<file path="config.mk">
export PLATFORM = sky130hd
export DESIGN_NAME = hsv_fade_pwm
export DESIGN_NICKNAME = d
export VERILOG_FILES = /design/src/rtl/fade_pkg.sv /design/src/rtl/pwm_channel.sv /design/src/rtl/hsv_fade_pwm.sv
export SDC_FILE = /design/constraint.sdc
export NUM_CORES = 1
export LEC_CHECK = 0
export BUFFER_PORTS_ARGS = -buffer_cell sky130_fd_sc_hd__buf_2
export CAP_MARGIN = 20
export CELL_PAD_IN_SITES_DETAIL_PLACEMENT = 0
export CELL_PAD_IN_SITES_GLOBAL_PLACEMENT = 1
export CORE_MARGIN = 2
export CORE_UTILIZATION = 46
export CTS_CLUSTER_DIAMETER = 150
export DETAILED_ROUTE_END_ITERATION = 7
export GPL_TIMING_DRIVEN = 0
export PLACE_DENSITY = 0.78
export SLEW_MARGIN = 20
export SYNTH_ARGS = -nofsm -noshare
export SYNTH_HDL_FRONTEND = slang
export SYNTH_HIERARCHICAL = 1
export SYNTH_SLANG_ARGS = --single-unit
</file>
<file path="constraint.sdc">
create_clock -name clk -period 5.1 [get_ports clk]
set_clock_uncertainty 0.2 [all_clocks]
set_input_delay 0.51 -clock clk [delete_from_list [all_inputs] [get_ports clk]]
set_output_delay 0.51 -clock clk [all_outputs]
set_load 0.02 [all_outputs]
</file>
<file path="src/rtl/fade_pkg.sv">
// Shared types and segment-sequencing helpers for the HSV colour-wheel fader.
package fade_pkg;

  localparam int unsigned SEG_COUNT = 6;

  typedef enum logic [2:0] {
    S0_RG_UP = 3'd0,
    S1_RDN   = 3'd1,
    S2_BUP   = 3'd2,
    S3_GDN   = 3'd3,
    S4_RUP   = 3'd4,
    S5_BDN   = 3'd5
  } seg_t;

  function automatic seg_t seg_next(input seg_t s);
    return (s == S5_BDN) ? S0_RG_UP : seg_t'(3'(s) + 3'd1);
  endfunction

  function automatic seg_t seg_prev(input seg_t s);
    return (s == S0_RG_UP) ? S5_BDN : seg_t'(3'(s) - 3'd1);
  endfunction

  // Codes 6 and 7 are not segments; fold them onto S0.
  function automatic seg_t seg_from_bits(input logic [2:0] b);
    return (b >= 3'(SEG_COUNT)) ? S0_RG_UP : seg_t'(b);
  endfunction

endpackage

</file>
<file path="src/rtl/pwm_channel.sv">
// One PWM output: duty latched at period end, registered compare against the shared counter.
module pwm_channel #(
  parameter int unsigned DW = 8
) (
  input  logic          clk,
  input  logic          rst_n,
  input  logic          period_end,
  input  logic [DW-1:0] count,
  input  logic [DW-1:0] duty,
  output logic          pin
);

  logic [DW-1:0] latched;

  always_ff @(posedge clk or negedge rst_n) begin
    if (!rst_n) begin
      latched <= '0;
      pin     <= 1'b0;
    end else begin
      if (period_end) latched <= duty;
      pin <= (count < latched);
    end
  end

endmodule

</file>
<file path="src/rtl/hsv_fade_pwm.sv">
// HSV colour-wheel fader driving three PWM LED pins directly.
// Define FADE_BRIGHTNESS_EN to add an 8-bit brightness scaler on all duties.
module hsv_fade_pwm
  import fade_pkg::*;
#(
  parameter int unsigned PWM_INTERVAL  = 1200,
  parameter int unsigned TICK_INTERVAL = 12000,
  parameter int unsigned STEPS         = 200,
  localparam int unsigned DW           = $clog2(PWM_INTERVAL)
) (
  input  logic          clk,
  input  logic          rst_n,
  input  logic          en,
  input  logic          dir,
  input  logic [1:0]    speed,
  input  logic          load,
  input  logic [2:0]    load_seg,
`ifdef FADE_BRIGHTNESS_EN
  input  logic [7:0]    brightness,
`endif
  output logic [DW-1:0] duty_r,
  output logic [DW-1:0] duty_g,
  output logic [DW-1:0] duty_b,
  output logic          pwm_r,
  output logic          pwm_g,
  output logic          pwm_b,
  output logic [2:0]    seg,
  output logic          wrap
);

  localparam int unsigned DUTY_MAX = PWM_INTERVAL - 1;
  localparam int unsigned STEP_VAL = DUTY_MAX / (STEPS - 1);
  localparam int unsigned PW       = $clog2(STEPS);
  localparam int unsigned TW       = $clog2(TICK_INTERVAL);
  localparam int unsigned MW       = DW + PW;
  localparam logic [PW-1:0] POS_LAST = PW'(STEPS - 1);
  localparam logic [DW-1:0] DMAX     = DW'(DUTY_MAX);

  seg_t          cur_seg;
  logic [PW-1:0] pos;
  logic [TW-1:0] tick_cnt;
  logic [TW-1:0] tick_lim;
  logic          tick;

  assign seg = cur_seg;

  // Ramp-step timer; >= lets a speed-up past the current count tick immediately.
  always_comb tick_lim = TW'((TICK_INTERVAL >> speed) - 1);
  assign tick = en && (tick_cnt >= tick_lim);

  always_ff @(posedge clk or negedge rst_n) begin
    if (!rst_n)      tick_cnt <= '0;
    else if (load)   tick_cnt <= '0;
    else if (en)     tick_cnt <= tick ? '0 : tick_cnt + TW'(1);
  end

  // Segment/position sequencer; load overrides a coincident tick.
  always_ff @(posedge clk or negedge rst_n) begin
    if (!rst_n) begin
      cur_seg <= S0_RG_UP;
      pos     <= '0;
      wrap    <= 1'b0;
    end else begin
      wrap <= 1'b0;
      if (load) begin
        cur_seg <= seg_from_bits(load_seg);
        pos     <= '0;
      end else if (tick) begin
        if (!dir) begin
          if (pos == POS_LAST) begin
            pos     <= '0;
            cur_seg <= seg_next(cur_seg);
            wrap    <= (cur_seg == S5_BDN);
          end else begin
            pos <= pos + PW'(1);
          end
        end else begin
          if (pos == '0) begin
            pos     <= POS_LAST;
            cur_seg <= seg_prev(cur_seg);
            wrap    <= (cur_seg == S0_RG_UP);
          end else begin
            pos <= pos - PW'(1);
          end
        end
      end
    end
  end

  logic [MW-1:0] prod;
  logic [DW-1:0] ramp;
  logic [DW-1:0] base_r, base_g, base_b;

  always_comb begin
    prod = MW'(pos) * MW'(STEP_VAL);
    if (pos == POS_LAST || prod > MW'(DUTY_MAX)) ramp = DMAX;
    else                                         ramp = DW'(prod);
  end

  always_comb begin
    base_r = '0;
    base_g = '0;
    base_b = '0;
    case (cur_seg)
      S0_RG_UP: begin base_r = DMAX;        base_g = ramp;        end
      S1_RDN:   begin base_r = DMAX - ramp; base_g = DMAX;        end
      S2_BUP:   begin base_g = DMAX;        base_b = ramp;        end
      S3_GDN:   begin base_g = DMAX - ramp; base_b = DMAX;        end
      S4_RUP:   begin base_r = ramp;        base_b = DMAX;        end
      S5_BDN:   begin base_r = DMAX;        base_b = DMAX - ramp; end
      default:  begin base_r = DMAX;                              end
    endcase
  end

`ifdef FADE_BRIGHTNESS_EN
  localparam int unsigned SW = DW + 9;
  logic [SW-1:0] sc_r, sc_g, sc_b;
  logic [8:0]    gain;

  always_comb begin
    gain   = 9'(brightness) + 9'd1;
    sc_r   = (SW'(base_r) * SW'(gain)) >> 8;
    sc_g   = (SW'(base_g) * SW'(gain)) >> 8;
    sc_b   = (SW'(base_b) * SW'(gain)) >> 8;
    duty_r = DW'(sc_r);
    duty_g = DW'(sc_g);
    duty_b = DW'(sc_b);
  end
`else
  assign duty_r = base_r;
  assign duty_g = base_g;
  assign duty_b = base_b;
`endif

  logic [DW-1:0] pwm_cnt;
  logic          period_end;

  assign period_end = (pwm_cnt == DMAX);

  always_ff @(posedge clk or negedge rst_n) begin
    if (!rst_n) pwm_cnt <= '0;
    else        pwm_cnt <= period_end ? '0 : pwm_cnt + DW'(1);
  end

  pwm_channel #(.DW(DW)) u_pwm_r (
    .clk(clk), .rst_n(rst_n), .period_end(period_end),
    .count(pwm_cnt), .duty(duty_r), .pin(pwm_r)
  );

  pwm_channel #(.DW(DW)) u_pwm_g (
    .clk(clk), .rst_n(rst_n), .period_end(period_end),
    .count(pwm_cnt), .duty(duty_g), .pin(pwm_g)
  );

  pwm_channel #(.DW(DW)) u_pwm_b (
    .clk(clk), .rst_n(rst_n), .period_end(period_end),
    .count(pwm_cnt), .duty(duty_b), .pin(pwm_b)
  );

endmodule

</file>
Word level (Yosys, flattened, before mapping)
Index checks and enable logic that the tools add are counted.
{"block": "classes", "add_sub_neg": 8, "n_mul": 1, "magnitude_cmp": 6, "n_eq_ne": 8, "shift": 1, "mux": 26, "n_reduce_logical": 11}
{"op": "$pmux W11 S3", "n": 3}
{"op": "$mux W14", "n": 3}
{"op": "$mux W8", "n": 5}
{"op": "$lt A11 B11 Y1", "n": 3}
{"op": "$mux W3", "n": 8}
{"op": "$mux W11", "n": 2}
{"op": "$add A14 B1 Y14 const B", "n": 1}
{"op": "$ge A14 B14 Y1", "n": 1}
{"op": "$shr A14 B2 Y14 const A", "n": 1}
{"op": "$sub A14 B1 Y14 const B", "n": 1}
{"op": "$add A11 B1 Y11 const B", "n": 1}
{"op": "$eq A11 B11 Y1 const B", "n": 1}
{"op": "$gt A11 B11 Y1 const B", "n": 1}
{"op": "$sub A11 B11 Y11 const A", "n": 1}
{"op": "$mul A8 B2 Y10 const B", "n": 1}
{"op": "$add A8 B1 Y8 const B", "n": 1}
{"op": "$eq A8 B8 Y1 const B", "n": 1}
{"op": "$logic_not A8 Y1", "n": 1}
{"op": "$sub A8 B1 Y8 const B", "n": 1}
{"op": "$eq A3 B2 Y1 const B", "n": 2}
{"op": "$eq A3 B3 Y1 const B", "n": 2}
{"op": "$reduce_or A2 Y1", "n": 3}
{"op": "$mux W1", "n": 5}
{"op": "$reduce_bool A2 Y1", "n": 2}
{"op": "other kinds (10)", "n": 10}
{"block": "word_totals", "regBits": 73, "input_bits": 10, "out_inout_bits": 40, "word_cells": 72}

Logic depth before layout (Yosys ltp)
{"block": "depth", "word_depth": 7, "ltp_mapped": 19, "depth_no_buf": 17}

Modules after synthesis
Netlist, hierarchy kept.
{"module": "hsv_fade_pwm", "n_inst": 1, "cells_per_inst": 498, "area_each_um2": 3978.8, "seq_area_each_um2": 925.9}
{"module": "pwm_channel", "n_inst": 3, "cells_per_inst": 70, "area_each_um2": 653.1, "seq_area_each_um2": 300.3}

Worst setup path after synthesis
OpenSTA, ideal clock, no wires.
{"block": "synth_path", "kind": "flip-flop to output port", "startpoint": "register pos[2]", "endpoint": "output duty_b[8]", "arrival_time_ps": 3754, "required_ps": 4390, "setup_slack_ps": 636, "stages_incl_launch_ff": 17, "path_cell_list": "dfrtp_1 > inv_1 > ha_1 > buf_6 > a21o_4 > a311o_1 > a22oi_4 > o21bai_4 > o31ai_4 > o21ai_0 > inv_1 > ha_1 > clkbuf_1 > nor2_1 > a41oi_1 > o221ai_1 > o22ai_1"}
{"block": "synth_between", "elab_chain_len": 6, "word_cells_on_any_way": 7}
{"item": "start: declaration", "line_no": "hsv_fade_pwm.sv:40", "text": "logic [PW-1:0] pos;"}
{"item": "start signal: assignment", "line_no": "hsv_fade_pwm.sv:75", "text": "pos <= pos + PW'(1);"}
{"item": "start signal: assignment", "line_no": "hsv_fade_pwm.sv:83", "text": "pos <= pos - PW'(1);"}
{"item": "$mul A8 B2 Y10", "line_no": "hsv_fade_pwm.sv:95", "text": "prod = MW'(pos) * MW'(STEP_VAL);"}
{"item": "$gt A11 B11 Y1", "line_no": "hsv_fade_pwm.sv:96", "text": "if (pos == POS_LAST || prod > MW'(DUTY_MAX)) ramp = DMAX;"}
{"item": "$logic_or A1 B1 Y1", "line_no": "hsv_fade_pwm.sv:96"}
{"item": "$mux W11 *", "line_no": "hsv_fade_pwm.sv:96"}
{"item": "$sub A11 B11 Y11", "line_no": "hsv_fade_pwm.sv:110", "text": "S5_BDN: begin base_r = DMAX; base_b = DMAX - ramp; end"}
{"item": "$pmux W11 S3 *", "line_no": "hsv_fade_pwm.sv:104", "text": "case (cur_seg)"}
{"item": "end: declaration", "line_no": "hsv_fade_pwm.sv:23", "text": "output logic [DW-1:0] duty_b,"}
Every way passes the cells marked *; elsewhere a longest branch is shown, timed or not.

Worst setup path after layout
{"block": "layout_path", "startpoint": "register pos[2]", "endpoint": "output duty_b[10]"}
Same word-level chain as after synthesis.

==> impl_metrics.tcl <==
set metrics [dict create \
    status "finished clean" \
    final_cells 948 \
    drv_cap 0 \
    multi_input_area_mm2 0.00379 \
    grt_util_all_layers_pct 24.2 \
    routed_wl_um 16500 \
    viasPerCell 5.70 \
    initial_core_util_pct 47.1 \
    grt_first_pass_wirelength_um 27100 \
    power.share.combinational_pct 64.1 \
    cp_max_fo 9 \
    dp_hpwl_um 12600 \
    wl_met1_um 7380 \
    hold_viol 0 \
    synth_edf_count 0 \
    synth_most_common_cell "nand2_1" \
    post_dp_cell_area_mm2 0.00644 \
    post-place-ws_ns -0.179 \
    power.internal_mw 1.90 \
    cts_tree "built" \
    synthArstFlopShare_pct 100 \
    synth-main-ff-cell "dfrtp_1" \
    switchingPower_mw 1.88 \
    crit_end "duty_b[10]" \
    area_growth_pct 15.0 \
    grt_pass1_vias 5296 \
    clk_pin_slew_worst_paths_ns 0.06 \
    die_area_mm2 0.0138 \
    cts_root_buf "clkbuf_16" \
    p_clk_share_pct 18.7 \
    highest_layer "met4" \
    die_y_um 118 \
    ys_types 78 \
    place_congestion 0.918 \
    power_mw 3.78 \
    ys_warn_count 6 \
    syn_nets 792 \
    powerDensity_mw_per_mm2 554 \
    fp-row-count 41 \
    drive_gt1_share_pct 15.2 \
    holdWs_ns 0.314 \
    cp.required_ns 4.39 \
    seq_area_frac_synth_pct 30.8 \
    nFillCells 1237 \
    crit_type "reg -> out" \
    fin_area_mm2 0.00683 \
    drcViolationCount 0 \
    final_util_pct 54.1 \
    insertion_delay_ns 0.35 \
    clock_path_buffers 2 \
    post_drt_wl_per_cell_um 17.4 \
    grt_overflow 0 \
    startpoint "pos[2]" \
    wl_met3_um 647 \
    r2r_slack_ns 1.10 \
    fin_crit_ns 4.83 \
    drtPass1Iterations 4 \
    synthCells 708 \
    dr_wl_met2_um 7710 \
    slew_viol_final 0 \
    syn_area_mm2 0.00594 \
    ant_nets 0 \
    cellLeakagePower_nw 3.26 \
    tightest_slew_ns 0.796 \
    p_seq_share_pct 17.3 \
    holdCritPathClass "reg -> reg" \
    ys_ff_latch 73 \
    nets 855 \
    antenna_found_initial 0 \
    ys_top_cells_by_area "dfrtp_1 (31%), ha_1 (16%), nand2_1 (5.5%)" \
    rr_endpoint "u_pwm_b/latched[10]" \
    seqCellArea_mm2 0.00183 \
    cp_data_arrival_time_ns 4.12 \
    synth_top_cell_area_share_pct 30.8 \
    final.setup.tns_ns 0 \
    critPathLaunchType "register" \
    r2r.worst_path.cells 17 \
    rsz0062_at_grt "no" \
    io_pins 50 \
    max_slew_margin_pct 46.5 \
    port_buffers 48 \
    rr_startpoint "pos[2]" \
    fmax_mhz 207 \
    syn_area_per_cell_um2 8.39 \
    swShare_pct 49.7 \
    post-route-period-util_pct 94.6 \
    initialDrtViolationCount 302 \
    yosysTopAreaCell "dfrtp_1" \
    numCtsBuffers 9 \
    core_mm2 0.0126 \
    setup.worst_path.end_class "primary output" \
    dieWidth_um 118 \
    h-tree-depth 3 \
    setup_violations 0 \
    grt_max_degree 56 \
    dp.cells 930 \
    vias 5399 \
    diodes 0 \
    synthTopCellsByCount "nand2_1 (87), ha_1 (74), dfrtp_1 (73), inv_1 (59), nor2_1 (55)" \
    ir_worst_vdd_mv 0.312 \
    cts_sinks 73 \
    setup_slack_ns 0.273 \
]
power groups by stage:
stage                     clock [mW]  combinational (mW)  sequential (mW)
final                          0.705                2.42            0.652
after global routing           0.744                2.63            0.656
after floorplan                    0                1.68            0.658
after CTS                      0.714                2.34            0.653
after detailed placement           0                2.30            0.663
after global placement             0                2.28            0.661
kinds of logic after synthesis:
kind of cell             count (synthesis)  synth area share [%]
multiplexers                            10                  1.77
adder cells (fa/ha/maj)                 74                  15.6
AND/OR/NAND/NOR                        238                  18.6
XOR/XNOR                                28                  4.13
buffers and inverters                   89                  6.34
AO/OA/AOI/OAI                          196                  22.8
flip-flops                              73                  30.8
flip-flops by register name (all words and copies together) (netlist names):
signal           cells
pos                  8
pwm_cnt             11
seg                  3
tick_cnt            14
u_pwm_b/latched     11
u_pwm_b/pin          1
u_pwm_g/latched     11
u_pwm_g/pin          1
u_pwm_r/latched     11
u_pwm_r/pin          1
wrap                 1
per-layer routing:
layer	vias up	global-route usage, %
met5	-	0
met4	0	12.5
met3	43	3.73
met2	135	39.6
met1	2573	30.9
li1	2648	-
layout make-up:
| type | instances | share of cell area (%) |
|---|---|---|
| multi-input cells | 546 | 55.6 |
| plain buffers | 29 | 2.22 |
| repair buffers | 53 | 4.43 |
| inverters | 59 | 3.24 |
| flip-flops and latches | 73 | 26.7 |
| clock buffers | 9 | 3.30 |
| clock inverters | 7 | 1.36 |
| well taps | 172 | 3.15 |
critical path: stages (launching register included):
cell and delay [ns]:
dfrtp_1 0.43, inv_1 0.14, ha_1 0.32, buf_6 0.15, a21o_4 0.22, a311o_1 0.40, a22oi_4 0.26, o21bai_4 0.12
o31a_2 0.37, nor2_2 0.17, inv_1 0.06, ha_2 0.24, o21ai_0 0.17, nand2_1 0.08, o22ai_2 0.20, a211o_1 0.24
buf_2 0.20
timing repair:
action                                  CTS  global route
pin swaps                                 2             0
setup buffers                             2             0
endpoints found under the setup margin   10             8
hold buffers                              1             0
gates resized for setup                   1            11
hold endpoints to repair                 18             0
placed cells by master (no fill, tap or decap), types with 4 or more instances in the layout:
cell type	synthesis	final
nand4_1	12	12
nor3_1	12	11
o21a_1	10	10
clkbuf_16	0	9
nand2_1	87	87
dfrtp_1	73	73
clkbuf_1	15	14
and3_1	5	5
a21oi_1	45	44
xnor2_1	14	14
mux2_2	4	4
o22ai_1	13	11
buf_2	10	57
a211oi_1	5	5
inv_1	59	59
xor2_1	14	14
o21ai_0	51	50
nand3_1	36	36
nor2_1	55	54
o211ai_1	5	5
mux2i_1	6	6
nand2b_1	5	5
buf_4	2	6
a21o_1	10	10
ha_1	74	73
a22oi_1	4	4
how the worst min path moves through the flow:
stage	slack, ns	start	end	cells after the start
3_5_place_dp	0.22	rst_n	u_pwm_b/latched[8]	1
2_1_floorplan	0.01	rst_n	pos[0]	0
5_1_grt	0.33	u_pwm_b/latched[0]	u_pwm_b/latched[0]	1
6_report	0.31	u_pwm_g/latched[0]	u_pwm_g/latched[0]	1
3_3_place_gp	0.29	u_pwm_b/latched[0]	u_pwm_b/latched[0]	1
4_1_cts	0.31	u_pwm_b/latched[0]	u_pwm_b/latched[0]	1
Note: power is estimated with default switching activity, not from simulation.
